### config.mk
export PLATFORM = sky130hd
export DESIGN_NAME = mem_port_arbiter
export DESIGN_NICKNAME = d
export VERILOG_FILES = /design/src/rtl/mem_port_arbiter.sv
export SDC_FILE = /design/constraint.sdc
export NUM_CORES = 1
export LEC_CHECK = 0
export CAP_MARGIN = 20
export CORE_AREA = 2 2 108 110
export DETAILED_ROUTE_END_ITERATION = 8
export DIE_AREA = 0 0 110 112
export PLACE_DENSITY = 0.77
export SLEW_MARGIN = 20
export SYNTH_ARGS = -nofsm -noshare
export SYNTH_HDL_FRONTEND = slang
export SYNTH_SLANG_ARGS = --single-unit
### constraint.sdc
create_clock -name clk -period 4.38 [get_ports clk]
set_input_delay 1.095 -clock clk [delete_from_list [all_inputs] [get_ports clk]]
set_output_delay 1.095 -clock clk [all_outputs]
set_load 0.005 [all_outputs]
### src/rtl/mem_port_arbiter.sv
// Arbitrates the shared memory port between instruction fetch and data load/store,
// drives the memory controls and routes read responses back after the fixed latency.
module mem_port_arbiter #(
  parameter int unsigned READ_LATENCY    = 2,
  parameter int unsigned MAX_DATA_STREAK = 4
) (
  input  logic        clk,
  input  logic        rst,
  input  logic        clk_enable,
  input  logic        if_req_valid,
  input  logic [31:0] if_req_addr,
  output logic        if_req_ready,
  output logic        if_rsp_valid,
  input  logic        d_req_valid,
  input  logic [31:0] d_req_addr,
  input  logic        d_req_we,
  input  logic [31:0] d_req_wdata,
  input  logic [1:0]  d_req_size,
  input  logic        d_req_sext,
  output logic        d_req_ready,
  output logic        d_rsp_valid,
  output logic [31:0] rsp_data,
  output logic [31:0] mem_addr,
  output logic [31:0] mem_offset_addr,
  output logic [31:0] mem_data_in,
  output logic        mem_we,
  output logic        mem_en_byte1_s2,
  output logic        mem_en_upper_s2,
  output logic        mem_en_byte1_s3,
  output logic        mem_en_upper_s3,
  output logic        mem_sext_s3,
  input  logic [31:0] mem_data_out
);

  localparam int unsigned STREAK_W = 4;
  localparam int unsigned S3_W     = 3;
  localparam logic [1:0]  SIZE_WORD = 2'b10;

  logic                    d_win;
  logic                    grant;
  logic                    sext_s2;
  logic [1:0]              size_s2;
  logic [STREAK_W-1:0]     streak_q, streak_d;
  logic [READ_LATENCY-1:0] pipe_vld_q, pipe_vld_d;
  logic [READ_LATENCY-1:0] pipe_tag_q, pipe_tag_d;

  // Grant: D wins unless IF has already waited out a full streak of D grants.
  always_comb begin
    d_win        = d_req_valid &&
                   !(if_req_valid && (streak_q == STREAK_W'(MAX_DATA_STREAK)));
    d_req_ready  = clk_enable && !rst && d_win;
    if_req_ready = clk_enable && !rst && if_req_valid && !d_win;
    grant        = d_req_ready || if_req_ready;
  end

  // Address-phase mux; fetches are always unsigned word reads.
  always_comb begin
    mem_addr        = d_win ? d_req_addr : if_req_addr;
    mem_offset_addr = mem_addr + 32'd4;
    size_s2         = d_win ? d_req_size : SIZE_WORD;
    sext_s2         = d_win && d_req_sext;
    mem_en_byte1_s2 = (size_s2 != 2'b00);
    mem_en_upper_s2 = size_s2[1];
    mem_we          = d_req_ready && d_req_we;
    mem_data_in     = d_req_wdata;
  end

  always_comb begin
    streak_d = streak_q;
    if (clk_enable) begin
      if (d_req_ready && if_req_valid) begin
        if (streak_q < STREAK_W'(MAX_DATA_STREAK)) begin
          streak_d = streak_q + STREAK_W'(1);
        end
      end else begin
        streak_d = '0;
      end
    end
  end

  // In-flight tracker: one {valid, tag} slot per cycle of read latency.
  always_comb begin
    pipe_vld_d = pipe_vld_q;
    pipe_tag_d = pipe_tag_q;
    if (clk_enable) begin
      pipe_vld_d[0] = grant;
      pipe_tag_d[0] = d_req_ready;
      for (int unsigned i = 1; i < READ_LATENCY; i++) begin
        pipe_vld_d[i] = pipe_vld_q[i-1];
        pipe_tag_d[i] = pipe_tag_q[i-1];
      end
    end
  end

  always_ff @(posedge clk) begin
    if (rst) begin
      streak_q   <= '0;
      pipe_vld_q <= '0;
      pipe_tag_q <= '0;
    end else begin
      streak_q   <= streak_d;
      pipe_vld_q <= pipe_vld_d;
      pipe_tag_q <= pipe_tag_d;
    end
  end

  assign if_rsp_valid = pipe_vld_q[READ_LATENCY-1] && !pipe_tag_q[READ_LATENCY-1];
  assign d_rsp_valid  = pipe_vld_q[READ_LATENCY-1] && pipe_tag_q[READ_LATENCY-1];
  assign rsp_data     = mem_data_out;

  // Data-phase controls; first stage captures only on a grant so idle cycles keep the last access.
  generate
    if (READ_LATENCY == 1) begin : g_s3_direct
      assign {mem_en_byte1_s3, mem_en_upper_s3, mem_sext_s3} =
             {mem_en_byte1_s2, mem_en_upper_s2, sext_s2};
    end else begin : g_s3_pipe
      localparam int unsigned S3_DEPTH = READ_LATENCY - 1;
      logic [S3_DEPTH-1:0][S3_W-1:0] s3_q, s3_d;

      always_comb begin
        s3_d = s3_q;
        if (clk_enable) begin
          if (grant) begin
            s3_d[0] = {mem_en_byte1_s2, mem_en_upper_s2, sext_s2};
          end
          for (int unsigned i = 1; i < S3_DEPTH; i++) begin
            s3_d[i] = s3_q[i-1];
          end
        end
      end

      always_ff @(posedge clk) begin
        if (rst) begin
          s3_q <= '0;
        end else begin
          s3_q <= s3_d;
        end
      end

      assign {mem_en_byte1_s3, mem_en_upper_s3, mem_sext_s3} = s3_q[S3_DEPTH-1];
    end
  endgenerate

endmodule

# == Word-level counts from Yosys, hierarchy flattened ==
# Cells that the tools add are included.
# W data, S select, Z words.
# word_totals
wordCells,32
input_bits,137
output_inout_bits,138
register_bits,11
# classes
n_eq_ne,2
n_reduce_logical,19
magnitude_cmp,1
muxes,4
addsub,2
# ops
op,count
$add A32 B3 Y32 const B,1
$mux W32,1
$logic_and A1 B1 Y1,11
$mux W4,2
$add A4 B1 Y4 const B,1
$eq A4 B3 Y1 const B,1
$logic_not A1 Y1,4
$lt A4 B3 Y1 const B,1
$reduce_and A2 Y1,2
$mux W2,1
$ne A2 B1 Y1 const B,1
$reduce_bool A2 Y1,1
$logic_or A1 B1 Y1,1

# == Longest topological paths before layout ==
# Gate-level depths: netlist of the first run.
# logic_depth
depth_word,8
depth_mapped,14
mapped_depth_nobuf,10

# == Least setup slack after synthesis of the first run ==
# No wires, ideal clock.
# synth_timing
path_type,input to output
start,input d_req_valid
end,output mem_offset_addr[30]
path_slack_ps,-67
required_time_ps,3285
path_buffers,4
arrival_ps,3352
cell_stages,12
path_cell_list,buf_2 inv_2 nor2_4 buf_4 buf_2 nand2_1 nand2_1 ha_1 clkbuf_1 nand4_1 a2111oi_2 xor2_1
# synth_between
elab_chain_cells,3
# synth_rtl
element,line_no,source
"start, declared",14,"input logic d_req_valid,"
$logic_and A1 B1 Y1,49,d_win = d_req_valid &&
$mux W32,58,mem_addr = d_win ? d_req_addr : if_req_addr;
net mem_addr[2],23,"output logic [31:0] mem_addr,"
$add A32 B3 Y32,59,mem_offset_addr = mem_addr + 32'd4;
"end, declared",24,"output logic [31:0] mem_offset_addr,"
# The timed path passes the listed nets, and every way through them passes these cells.

# == Final worst setup path of the first run ==
# layout_timing
start,input d_req_addr[3]
end,output mem_offset_addr[26]
# layout_between
elab_chain_cells,2
# layout_rtl
element,line_no,source
"start, declared",15,"input logic [31:0] d_req_addr,"
$mux W32,58,
$add A32 B3 Y32,59,
# No other way between the ends.

==> results of run 1 <==
[power groups by stage]
stage / registers [W] / logic [W] / clock network [W]
finish: 0.000107 / 0.000373 / 0.000164
global route: 0.000107 / 0.000402 / 0.000172
CTS: 0.000107 / 0.000376 / 0.000167
detailed placement: 0.000109 / 0.000374 / 0
global placement: 0.000108 / 0.000370 / 0
floorplan: 0.000108 / 0.000155 / 0
[per-layer routing]
layer	up-vias	global-route usage, %	wire length, um
li1	1591	-	-
met4	0	9.620	585
met2	215	32.11	5826
met1	1558	20.76	4340
met5	-	0	0
met3	58	3.279	1052
[registers in the layout, indices dropped and copies added, names as in the netlist]
register        cells
pipe_vld_q          2
streak_q            4
g_s3_pipe.s3_q      3
pipe_tag_q          2
[cell usage in the layout, fill, tap and decap left out, types with 4 or more instances in the layout]
master,n
nor2_1,17
dlymetal6s2s_1,8
nand4_1,19
a31oi_1,4
nor2b_1,5
buf_4,96
and3_1,6
mux2i_1,8
a211oi_2,5
dfxtp_1,11
dlygate4sd2_1,14
xor2_1,16
xnor2_1,11
buf_6,6
inv_1,10
clkdlybuf4s50_1,119
nand2_1,106
nand3_1,6
nor3_1,7
o21ai_0,8
a21oi_1,10
[worst paths after layout]
kind / start / end / slack (ps) / cells after the start
hold / removal: g_s3_pipe.s3_q[1] / g_s3_pipe.s3_q[1] / 470 / 2
setup / recovery: d_req_addr[3] / mem_offset_addr[26] / 100 / 11
hold reg to reg: g_s3_pipe.s3_q[1] / g_s3_pipe.s3_q[1] / 470 / 2
setup reg to reg: streak_q[0] / streak_q[2] / 2370 / 9
[repair_timing]
action | 4_1_cts | 5_1_grt
setup buffers | 7 | 7
hold buffers | 0 | 0
pin swaps | 17 | 14
endpoints found under the setup margin | 38 | 15
gates resized for setup | 53 | 26
[cells by family (layout without fill, tap and decap cells)]
kind of cell,after synthesis,in the layout,synth area share [%]
adder cells (fa/ha/maj),3,3,1.493
buffers and inverters,93,263,24.49
AO/OA/AOI/OAI,46,46,14.19
multiplexers,11,11,4.480
AND/OR/NAND/NOR,193,193,37.18
flip-flops,11,11,8.761
XOR/XNOR,27,27,9.407
[per-stage QoR]
| step | instances | hold WS (ps) |
|---|---|---|
| floorplan | 384 | 449.3 |
| global placement | 679 | 458.3 |
| detailed placement | 679 | 469.5 |
| CTS | 690 | 475.8 |
| global route | 697 | 497.5 |
| finish | 697 | 469.5 |
[layout make-up]
class                      instances  area (sq um)
timing repair buffer             248          2227
inverter                          11         41.29
fill                            1109          6575
multi-input combinational        280          1853
sequential                        11         220.2
clock buffer                       4         78.83
tap                              143         178.9
[critical path: cells and delay by family]
kind                       cells  cell delay (ps)
AOI/OAI and AO/OA              1              300
buffers and inverters          5             1160
and+or+nand+nor                3              280
adders and majority gates      1              170
xor gates and xnor gates       1              170
==> impl_metrics.json, run 1 <==
{
  "placed_cell_area_sq_um": 4240,
  "clock_path_buffers": 2,
  "clock.fmax_mhz": 233.8,
  "crit_slowest_cell": "clkdlybuf4s50_1",
  "p_sw_w": 0.0002007,
  "path_max_fanout": 7,
  "firstDrtPassIters": 5,
  "ioPinCount": 275,
  "worstMarginPinSlew_ps": 526.6,
  "synthMostInstantiatedCell": "nand2_1",
  "synth-seq-area-share_pct": 8.761,
  "grt_antenna_before_repair": 0,
  "clk_pin_slew_ps": 40,
  "power_density_nw_per_um2": 140.0,
  "p_comb_share_pct": 57.9,
  "final_util_pct": 41.16,
  "max-cap-violations": 0,
  "nets": 695,
  "p_seq_share_pct": 16.6,
  "finalInstanceArea_sq_um": 4599,
  "cts_inserted_buffers": 3,
  "synthFlopType": "dfxtp_1",
  "hold_viol": 0,
  "wl_per_cell_um": 16.94,
  "cp-start-kind": "primary input",
  "wirelength_mm": 11.81,
  "setup_ws_ps": 102.9,
  "setup-violations-final": 0,
  "ir_drop_uv": 198.2,
  "drt-initial-drc-count": 253,
  "yosysTopAreaCell": "buf_4",
  "tns_ps": 0,
  "synth-seq-cells": 11,
  "rows": 39,
  "clock_latency_ps": 230,
  "globalplace.congestion": 0.9585,
  "portBuffers": 146,
  "grt_max_degree": 23,
  "criticalPathCategory": "primary input to output port",
  "diodes": 0,
  "gr-total-overflow": 0,
  "vias": 3422,
  "critical_path_arrival_ps": 3180,
  "htree_levels": 1,
  "core_sq_um": 11170,
  "post-route-min-period_ps": 4277,
  "synthDistinctLibCells": 51,
  "synth-edff-count": 0,
  "grt.total_usage_pct": 18.35,
  "cts_tree": "done",
  "post-route-drc-count": 0,
  "die_w_um": 110,
  "synthTopCellsByArea": "buf_4 (20%), nand2_1 (16%), dfxtp_1 (8.8%)",
  "cts_sinks": 11,
  "first_global_vias": 3498,
  "slew_headroom_pct": 64.52,
  "die_h_um": 112,
  "place_hpwl_mm": 9.641,
  "netlist_area_sq_um": 2514,
  "synth_warnings": 0,
  "drv_slew": 0,
  "synth_fp_nets": 524,
  "clock_power_share_pct": 25.5,
  "synth_cells": 384,
  "finClkSkew_ps": 2.046,
  "leakagePower_nw": 2.046,
  "drive_above_1_share_pct": 26.17,
  "worstSetupEndpointType": "output port",
  "crit_required_ps": 3280,
  "via_per_inst": 4.910,
  "intPower_w": 0.0004432,
  "total_power_w": 0.0006439,
  "grt_pass1_wl_mm": 17.73,
  "post-route-period-util_pct": 97.65,
  "synthTopCellsByCount": "nand2_1 (107), buf_4 (67), nand4_1 (19)",
  "route.antenna.remaining_nets": 0,
  "async_flop_share_pct": 0,
  "status": "completed",
  "hold_path_class": "flop to flop",
  "syn2layout_area_growth_pct": 82.98,
  "syn_area_per_cell_sq_um": 6.546,
  "netlist.area_leader.share_pct": 20.01,
  "max_stage_delay_ps": 500,
  "root_buffer": "clkbuf_16",
  "preCtsSetupSlack_ps": -573.4,
  "grt_setup_unrepaired": "true",
  "die-area_sq_um": 12320,
  "crit_chain": "clkdlybuf4s50_1 -> buf_4 -> nand2_1 -> nand2_1 -> ha_4 -> nand4_1 -> buf_6 -> buf_4 -> a221oi_2 -> xor2_1 -> dlygate4sd2_1",
  "switching_share_pct": 31.17,
  "start_util_pct": 22.49
}
No activity file was read; power rests on OpenSTA's default activity.
==> run 2, diff against run 1 <==
--- a/config.mk
+++ b/config.mk
@@ -5,7 +5,6 @@
 export SDC_FILE = /design/constraint.sdc
 export NUM_CORES = 1
 export LEC_CHECK = 0
-export CAP_MARGIN = 20
 export CORE_AREA = 2 2 108 110
 export DETAILED_ROUTE_END_ITERATION = 8
 export DIE_AREA = 0 0 110 112
==> results of run 2 <==
The final DEF is identical to that of run 1; final timing and power are the same.
